[src/rtl/hv_stream_sender.sv]
// Streams a buffered list of hypervector words to a kernel, then waits for and captures its result.
// Optional WAIT_DONE watchdog enabled by defining HV_SENDER_TIMEOUT_EN.
module hv_stream_sender #(
   parameter int HV_DATA_WIDTH = 32,
   parameter int MAX_INPUTS    = 16,
   parameter int TIMEOUT_CLKS  = 1024,
   localparam int ADDR_WIDTH   = $clog2(MAX_INPUTS)
) (
   input  logic                     clk,
   input  logic                     reset_n,
   input  logic                     wr_en,
   input  logic [ADDR_WIDTH-1:0]    wr_addr,
   input  logic [HV_DATA_WIDTH-1:0] wr_data,
   input  logic [ADDR_WIDTH:0]      num_inputs,
   input  logic                     start,
   input  logic                     k_ready,
   output logic                     k_valid,
   output logic                     k_first,
   output logic                     k_last,
   output logic [HV_DATA_WIDTH-1:0] k_data,
   input  logic                     k_done,
   input  logic [HV_DATA_WIDTH-1:0] k_result,
   output logic [HV_DATA_WIDTH-1:0] result,
   output logic                     busy,
   output logic                     complete,
   output logic                     error
);

   typedef enum logic [1:0] {
      ST_IDLE,
      ST_SEND,
      ST_WAIT_DONE
   } state_t;

   localparam logic [ADDR_WIDTH:0] MAX_CNT = (ADDR_WIDTH + 1)'(MAX_INPUTS);
   localparam logic [ADDR_WIDTH:0] ONE_CNT = (ADDR_WIDTH + 1)'(1);

   state_t                     state_reg;
   logic [ADDR_WIDTH:0]        count_reg;
   logic [ADDR_WIDTH:0]        idx_reg;
   logic                       k_valid_reg;
   logic                       k_first_reg;
   logic                       k_last_reg;
   logic [HV_DATA_WIDTH-1:0]   k_data_reg;
   logic [HV_DATA_WIDTH-1:0]   result_reg;
   logic                       complete_reg;
   logic                       error_reg;

   logic [HV_DATA_WIDTH-1:0]   buffer_mem [MAX_INPUTS];
   logic [ADDR_WIDTH-1:0]      rd_addr;
   logic [HV_DATA_WIDTH-1:0]   rd_word;
   logic                       idle;
   logic                       start_ok;
   logic                       xfer;

`ifdef HV_SENDER_TIMEOUT_EN
   localparam int TIMER_W = $clog2(TIMEOUT_CLKS + 1);
   localparam logic [TIMER_W-1:0] TIMER_LAST = TIMER_W'(TIMEOUT_CLKS - 1);
   logic [TIMER_W-1:0]         timer_reg;
`endif

   assign idle     = (state_reg == ST_IDLE);
   assign start_ok = (num_inputs != '0) && (num_inputs <= MAX_CNT);
   assign xfer     = k_valid_reg && k_ready;

   always_ff @(posedge clk) begin
      if (wr_en && idle) begin
         buffer_mem[wr_addr] <= wr_data;
      end
   end

   // In IDLE the only word ever needed next is word 0; a same-cycle write is forwarded.
   always_comb begin
      rd_addr = idle ? '0 : idx_reg[ADDR_WIDTH-1:0];
      rd_word = buffer_mem[rd_addr];
      if (wr_en && idle && (wr_addr == rd_addr)) begin
         rd_word = wr_data;
      end
   end

   always_ff @(posedge clk) begin
      if (!reset_n) begin
         state_reg    <= ST_IDLE;
         count_reg    <= '0;
         idx_reg      <= '0;
         k_valid_reg  <= 1'b0;
         k_first_reg  <= 1'b0;
         k_last_reg   <= 1'b0;
         k_data_reg   <= '0;
         result_reg   <= '0;
         complete_reg <= 1'b0;
         error_reg    <= 1'b0;
`ifdef HV_SENDER_TIMEOUT_EN
         timer_reg    <= '0;
`endif
      end else begin
         complete_reg <= 1'b0;
         case (state_reg)
            ST_IDLE: begin
               if (start) begin
                  if (start_ok) begin
                     count_reg   <= num_inputs;
                     idx_reg     <= ONE_CNT;
                     error_reg   <= 1'b0;
                     k_valid_reg <= 1'b1;
                     k_first_reg <= 1'b1;
                     k_last_reg  <= (num_inputs == ONE_CNT);
                     k_data_reg  <= rd_word;
                     state_reg   <= ST_SEND;
                  end else begin
                     error_reg   <= 1'b1;
                  end
               end
            end
            ST_SEND: begin
               if (xfer) begin
                  if (k_last_reg) begin
                     k_valid_reg <= 1'b0;
                     k_first_reg <= 1'b0;
                     k_last_reg  <= 1'b0;
                     state_reg   <= ST_WAIT_DONE;
`ifdef HV_SENDER_TIMEOUT_EN
                     timer_reg   <= '0;
`endif
                  end else begin
                     // idx_reg names the word being loaded now, so it is last when it equals count-1.
                     k_data_reg  <= rd_word;
                     k_first_reg <= 1'b0;
                     k_last_reg  <= (idx_reg == (count_reg - ONE_CNT));
                     idx_reg     <= idx_reg + ONE_CNT;
                  end
               end
            end
            ST_WAIT_DONE: begin
               if (k_done) begin
                  result_reg   <= k_result;
                  complete_reg <= 1'b1;
                  state_reg    <= ST_IDLE;
`ifdef HV_SENDER_TIMEOUT_EN
               end else if (timer_reg == TIMER_LAST) begin
                  error_reg    <= 1'b1;
                  state_reg    <= ST_IDLE;
               end else begin
                  timer_reg    <= timer_reg + 1'b1;
`endif
               end
            end
            default: begin
               state_reg <= ST_IDLE;
            end
         endcase
      end
   end

   assign k_valid  = k_valid_reg;
   assign k_first  = k_first_reg;
   assign k_last   = k_last_reg;
   assign k_data   = k_data_reg;
   assign result   = result_reg;
   assign busy     = !idle;
   assign complete = complete_reg;
   assign error    = error_reg;

endmodule

[config.mk]
export PLATFORM = sky130hd
export DESIGN_NAME = hv_stream_sender
export DESIGN_NICKNAME = d
export VERILOG_FILES = /design/src/rtl/hv_stream_sender.sv
export SDC_FILE = /design/constraint.sdc
export NUM_CORES = 1
export LEC_CHECK = 0
export BUFFER_PORTS_ARGS = -buffer_cell sky130_fd_sc_hd__buf_2
export CORE_AREA = 5 5 312 314
export DETAILED_ROUTE_END_ITERATION = 8
export DIE_AREA = 0 0 317 319
export PLACE_DENSITY_LB_ADDON = 0.15
export SLEW_MARGIN = 30
export SYNTH_ARGS = -nofsm -noshare
export SYNTH_HDL_FRONTEND = slang
export SYNTH_SLANG_ARGS = --single-unit
[constraint.sdc]
create_clock -name clk -period 8.7 [get_ports clk]
set_clock_uncertainty 0.15 [all_clocks]
set_input_delay 0.87 -clock clk [delete_from_list [all_inputs] [get_ports clk]]
set_output_delay 0.87 -clock clk [all_outputs]
set_load 0.02 [all_outputs]
==> flow_summary.json, run 1 <==
{
  "status": "finished clean",
  "dp_hpwl_mm": 39.3,
  "synth_nets": 1579,
  "crit_fanout": 44,
  "period_minus_slack_ns": 3.68,
  "insertion_delay_ns": 0.61,
  "synth_area_um2": 23400,
  "grt_pass1_wl_mm": 104,
  "cts_tree": "done",
  "crit_family": "buffers and inverters",
  "wl_per_cell_um": 24.2,
  "hold_depth": 2,
  "area_growth_pct": 19.5,
  "start_util_pct": 24.8,
  "postCtsResizedCells": 0,
  "core.rowCount": 113,
  "power_density_nw_per_um2": 224,
  "root_buffer": "clkbuf_16",
  "synth_edf_count": 512,
  "clock-sinks": 593,
  "fmax_mhz": 272,
  "synth-seq-cells": 593,
  "port_buffers": 148,
  "fin_cells": 2966,
  "reg2reg_from": "state_reg[1]",
  "fillers": 9360,
  "synth_cell_types": 55,
  "cts_max_path_buffers": 3,
  "rsz0062_at_grt": "no",
  "cts_made_buffers": 70,
  "hp-start": "k_data[26]",
  "ctsHoldBuffers": 0,
  "r2r_slack_ns": 5.12,
  "syn-instance-count": 1498,
  "slowest_delay_ns": 0.70,
  "grt_use_total_pct": 13.9,
  "post-synth-top-count-cell": "edfxtp_1",
  "ir_drop_mv": 0.117,
  "finalWirelength_mm": 71.7,
  "synth_flop_cell": "edfxtp_1",
  "largest_reg_flops": 512,
  "antenna_found_initial": 4,
  "path_buf_inv": 3,
  "slew_violations": 0,
  "cp-start-kind": "flip-flop",
  "min_period_over_period_pct": 42.3,
  "gr-total-overflow": 0,
  "finalHoldViolCount": 0,
  "core-area_um2": 94300,
  "first_iter_violations": 1005,
  "slew_headroom_pct": 39.8,
  "power.leakage_nw": 8.99,
  "grt_max_degree": 67,
  "die_h_um": 319,
  "drt.antenna.violating_nets": 0,
  "crit_path_top_delay_cell": "clkinv_2",
  "first_pass_iters": 4,
  "post-cts-setup-buffer-count": 0,
  "arrival_ns": 2.66,
  "syn_area_per_cell_um2": 15.6,
  "dieArea_um2": 101000,
  "drcViolationCount": 0,
  "ys_seq_area_share_pct": 72.7,
  "clk_pin_slew_worst_paths_ns": 0.06,
  "async_flop_share_pct": 0,
  "synth_top_cell_area_share_pct": 65.8,
  "htreeDepth": 3,
  "final-setup-viol-count": 0,
  "crit_chain": "buf_4 -> nor2_4 -> clkinv_2 -> buf_2",
  "finalSetupTns_ns": 0,
  "yosys_warnings": 0,
  "dp.cells": 2836,
  "crit_required_ns": 7.68,
  "gp_congestion": 0.713,
  "drive_above_1_share_pct": 23.2,
  "synthTopCellsByCount": "edfxtp_1 (512), nand2_1 (112), clkbuf_1 (86)",
  "maxCapViolations": 0,
  "io_pins": 149,
  "critPathKind": "reg -> out",
  "die_w_um": 317,
  "layout.nets": 1724,
  "endpoint_kind": "output pin",
  "synth_area_leader_cell": "edfxtp_1",
  "viasPerCell": 4.71,
  "min_path_type": "reg -> reg",
  "synth_area_leaders": "edfxtp_1 (66%), dfxtp_1 (6.9%), mux4_2 (3.3%)",
  "vias": 14000,
  "r2r_end": "buffer_mem[14][26]",
  "r2r_cells": 6,
  "worst_slew_pin_slew_ns": 0.903,
  "grt_pass1_vias": 14800,
  "holdPathEnd": "k_data[26]"
}
## kinds of logic (layout without fill, tap and decap cells)
group                      Yosys count  count (layout)  share of synthesized area, %
AOI/OAI and AO/OA                  437             437                          12.9
buffers and inverters              119             320                          2.07
and+or+nand+nor                    207             207                          4.24
other                                0               2                             0
DFF                                593             593                          72.7
adders and majority gates            2               2                         0.107
muxes                              132             132                          7.65
xor gates and xnor gates             8               8                         0.300
## worst max-delay path by stage
stage                 start           endpoint  depth (start not counted)
3_5_place_dp     wr_addr[0]   buffer_mem[0][6]                          5
5_1_grt          idx_reg[1]         k_data[26]                          6
6_report       state_reg[1]               busy                          4
3_3_place_gp     wr_addr[0]         k_data[16]                          7
4_1_cts        state_reg[1]               busy                          4
2_1_floorplan    wr_addr[0]  buffer_mem[12][0]                          2
## report_power, final
group | internal, mW | switching (mW)
Sequential | 3.13 | 0.0246
Combinational | 0.0998 | 0.216
Clock | 1.60 | 1.18
## worst min-delay path, delay by kind of cell, from the launching register on
family           cells  cell delay [ns]
AND/OR/NAND/NOR      1             0.05
AO/OA/AOI/OAI        1             0.05
flip-flops           1             0.31
## metal layers
layer  GRT usage [%]  wire (um)  vias to the layer above
met2            22.8      33900                      343
li1                -          -                     6296
met5               0         26                        -
met3            2.82       3790                       79
met4            3.40       1250                        4
met1            19.0      32700                     7245
## through the flow
| stage | cell area (um2) | setup slack [ns] | hold slack (ns) | utilization [%] | power (mW) |
|---|---|---|---|---|---|
| final | 27900 | 5.02 | 0.301 | 29.6 | 6.25 |
| after global routing | 27900 | 4.91 | 0.331 | 29.6 | 6.52 |
| after CTS | 27900 | 4.95 | 0.301 | 29.6 | 6.36 |
| after detailed placement | 25800 | 4.87 | 0.293 | 27.3 | 3.54 |
| after global placement | 25700 | 4.75 | 0.291 | 27.2 | 3.53 |
| after floorplan | 23400 | 4.46 | 0.307 | - | 3.37 |
## layout make-up
class,instances,area (um2),share of cell area [%]
sequential,593,17000,60.9
clock buffer,94,1920,6.89
timing repair buffer,187,1080,3.87
tap,1265,1580,5.66
antenna,2,5.00,0.0179
multi-input combinational,786,6070,21.7
clock inverter,34,248,0.887
inverter,5,21.3,0.0761
## cells in the final DEF, fill, tap and decap left out, types with 34 or more instances in the layout
| cell | instances |
|---|---|
| edfxtp_1 | 512 |
| mux2i_1 | 65 |
| clkbuf_16 | 72 |
| a21oi_1 | 67 |
| a21boi_0 | 38 |
| mux4_2 | 34 |
| buf_4 | 35 |
| dfxtp_1 | 75 |
| o21ai_0 | 67 |
| a221oi_1 | 62 |
| buf_2 | 148 |
| nand2_1 | 112 |
Power figures use the tool's default switching activity.
==> run 2: changes to the inputs <==
ABC_AREA = 1   (was default)
CORE_AREA = 5 5 327 329   (was 5 5 312 314)
DIE_AREA = 0 0 332 334   (was 0 0 317 319)
clock period = 3.4 ns   (was 8.7 ns; I/O delays follow)
==> run 2 against run 1 <==
  * Critical endpoint is now k_data[10]
  * Final area up 12%
  * Non-clock buffer count up 95
  * Synthesized cell count up 76%
  * Routed wire length up 13%
  * Largest cell class unchanged
  * Synthesized area up 9.8%
==> flow_summary.json, run 2 <==
{
  "cts_made_buffers": 70,
  "yosys_warnings": 0,
  "ys_seq_area_share_pct": 66.2,
  "path_common_cell": "nand3_1",
  "hold_depth": 3,
  "syn_area_per_cell_um2": 9.73,
  "drive_above_1_share_pct": 12.2,
  "synth-seq-cells": 593,
  "final-setup-viol-count": 0,
  "clockPowerShare_pct": 44.6,
  "r2r_end": "k_data[10]",
  "ctsHoldBuffers": 70,
  "finalSetupTns_ns": 0,
  "arrival_ns": 3.12,
  "die_w_um": 332,
  "p_sw_share_pct": 23.6,
  "slew_violations": 0,
  "root_buffer": "clkbuf_16",
  "cts_max_path_buffers": 3,
  "port_buffers": 148,
  "holdPathEnd": "complete",
  "endpoint_kind": "flip-flop",
  "min_path_type": "in -> reg",
  "first_pass_iters": 7,
  "dp_hpwl_mm": 45.2,
  "gr-total-overflow": 0,
  "cp-start-kind": "flip-flop",
  "synth_cell_types": 28,
  "synth_top_cell_area_share_pct": 59.9,
  "post-synth-top-count-cell": "edfxtp_1",
  "finalWirelength_mm": 80.6,
  "layout_common_cells": "edfxtp_1 (512), nand2_1 (500), nand3_1 (459), inv_1 (434), nor2_1 (332)",
  "synth_area_leader_cell": "edfxtp_1",
  "r2r_slack_ns": 0.68,
  "worst_slew_pin_slew_ns": 0.734,
  "slowest_delay_ns": 0.48,
  "grt_pass1_vias": 18500,
  "grt_pass1_wl_mm": 120,
  "fmax_mhz": 368,
  "drt.antenna.violating_nets": 0,
  "grt_max_degree": 105,
  "crit_path_top_delay_cell": "dfxtp_1",
  "path_buf_inv": 2,
  "synth_area_um2": 25700,
  "io_pins": 149,
  "period_minus_slack_ns": 2.72,
  "slew_headroom_pct": 51.1,
  "crit_chain": "inv_2 -> nand2_4 -> nand2_8 -> buf_12 -> nor2_1 -> nand2_1 -> nand3_1 -> nand3_1 -> nand3_1 -> nand2_1 -> a21oi_1",
  "combPwrFrac_pct": 6.9,
  "r2r_cells": 11,
  "antenna_found_initial": 4,
  "power.leakage_nw": 12.7,
  "viasPerCell": 4.29,
  "status": "finished clean",
  "finalHoldViolCount": 0,
  "drcViolationCount": 0,
  "synth_area_leaders": "edfxtp_1 (60%), nand3_1 (9.0%), nand2_1 (7.3%)",
  "min_period_over_period_pct": 79.9,
  "crit_required_ns": 3.80,
  "largest_reg_flops": 512,
  "crit_family": "simple AND/OR/NAND/NOR gates",
  "area_growth_pct": 22.1,
  "post-cts-setup-buffer-count": 0,
  "dieArea_um2": 111000,
  "core.rowCount": 118,
  "p_seq_share_pct": 48.5,
  "layout.nets": 2929,
  "layout_commonest_cell": "edfxtp_1",
  "start_util_pct": 24.9,
  "grt_use_total_pct": 14.2,
  "core-area_um2": 103000,
  "gp_congestion": 0.744,
  "intPower_mw": 12.8,
  "syn-instance-count": 2639,
  "die_h_um": 334,
  "synth_edf_count": 512,
  "hp-start": "reset_n",
  "first_iter_violations": 1039,
  "reg2reg_from": "state_reg[1]",
  "postCtsResizedCells": 0,
  "power_density_nw_per_um2": 533,
  "synth_flop_cell": "edfxtp_1",
  "rsz0062_at_grt": "no",
  "finalPower_mw": 16.7,
  "critPathKind": "reg -> reg",
  "wl_per_cell_um": 18.8,
  "synthTopCellsByCount": "edfxtp_1 (512), nand2_1 (501), nand3_1 (460)",
  "synth_nets": 2720,
  "cts_tree": "done",
  "crit_fanout": 80,
  "insertion_delay_ns": 0.62,
  "switching_power_mw": 3.94,
  "vias": 18400,
  "htreeDepth": 3,
  "async_flop_share_pct": 0,
  "clock-sinks": 593,
  "maxCapViolations": 0,
  "clk_pin_slew_worst_paths_ns": 0.06,
  "ir_drop_mv": 0.300
}
==> run 2: changes by cell type after synthesis, sizes merged, moves of 33 or more <==
cell / before / now
a21boi: 38 / 0
a221oi: 62 / 0
buf: 25 / 104
clkbuf: 89 / 41
inv: 5 / 443
mux2: 33 / 0
mux2i: 65 / 0
mux4: 34 / 0
nand2: 113 / 505
nand3: 3 / 461
nor2: 19 / 351
nor2b: 34 / 0
o21a: 34 / 0
o21ai: 100 / 41
==> run 2: power by group through the flow <==
stage / Clock, mW / Sequential [mW] / Combinational (mW)
3_3_place_gp: 0 / 8.26 / 1.11
6_report: 7.45 / 8.11 / 1.16
2_1_floorplan: 0 / 8.28 / 0.563
4_1_cts: 7.70 / 8.11 / 1.18
5_1_grt: 7.98 / 8.12 / 1.28
3_5_place_dp: 0 / 8.27 / 1.11
==> run 2: final cells by class <==
type | count | area [um2]
Inverter | 443 | 1660
Multi-Input combinational cell | 1458 | 6500
Timing Repair Buffer | 282 | 2160
Tap cell | 1380 | 1730
Antenna cell | 2 | 5.00
Clock inverter | 33 | 290
Sequential cell | 593 | 17000
Fill cell | 10700 | 71900
Clock buffer | 96 | 1980
==> run 2: worst max path at each step <==
| stage | startpoint | endpoint | slack, ns | depth (start not counted) |
|---|---|---|---|---|
| floorplan | state_reg[0] | buffer_mem[12][0] | 0.62 | 7 |
| global placement | state_reg[0] | k_data[9] | 0.66 | 11 |
| detailed placement | state_reg[0] | k_data[14] | 0.66 | 11 |
| CTS | state_reg[0] | k_data[14] | 0.64 | 11 |
| global route | state_reg[1] | k_data[1] | 0.47 | 11 |
| finish | state_reg[1] | k_data[10] | 0.68 | 11 |
==> run 2: cells by family after synthesis <==
family / Yosys count / synth area share, %
DFF: 593 / 66.2
AOI/OAI and AO/OA: 121 / 2.37
adders and majority gates: 2 / 0.0975
buffers and inverters: 588 / 9.15
xor gates and xnor gates: 12 / 0.409
and+or+nand+nor: 1323 / 21.8
==> run 2: worst register-to-register path: cells and delay by family (launching register included) <==
family	cells	cell delay, ns
buf+inv	2	0.53
flops	1	0.48
simple gates	8	1.39
compound gates	1	0.11
==> run 2: per-layer routing <==
| layer | global-route usage (%) | vias to the layer above | wire (um) |
|---|---|---|---|
| li1 | - | 8968 | - |
| met1 | 18.6 | 8991 | 36700 |
| met2 | 24.5 | 340 | 39300 |
| met3 | 2.17 | 96 | 3050 |
| met4 | 4.06 | 2 | 1610 |
| met5 | 0 | - | 13 |
==> run 2: through the flow <==
step	instance area, um2	hold WS [ns]	utilization, %	cells	worst slack, ns
after floorplan	25700	0.289	-	2639	0.624
after global placement	28300	0.279	27.5	4086	0.664
after detailed placement	28300	0.286	27.5	4086	0.661
after CTS	31300	0.0516	30.3	4285	0.642
after global routing	31300	0.0936	30.4	4285	0.468
final	31300	0.0634	30.4	4287	0.683
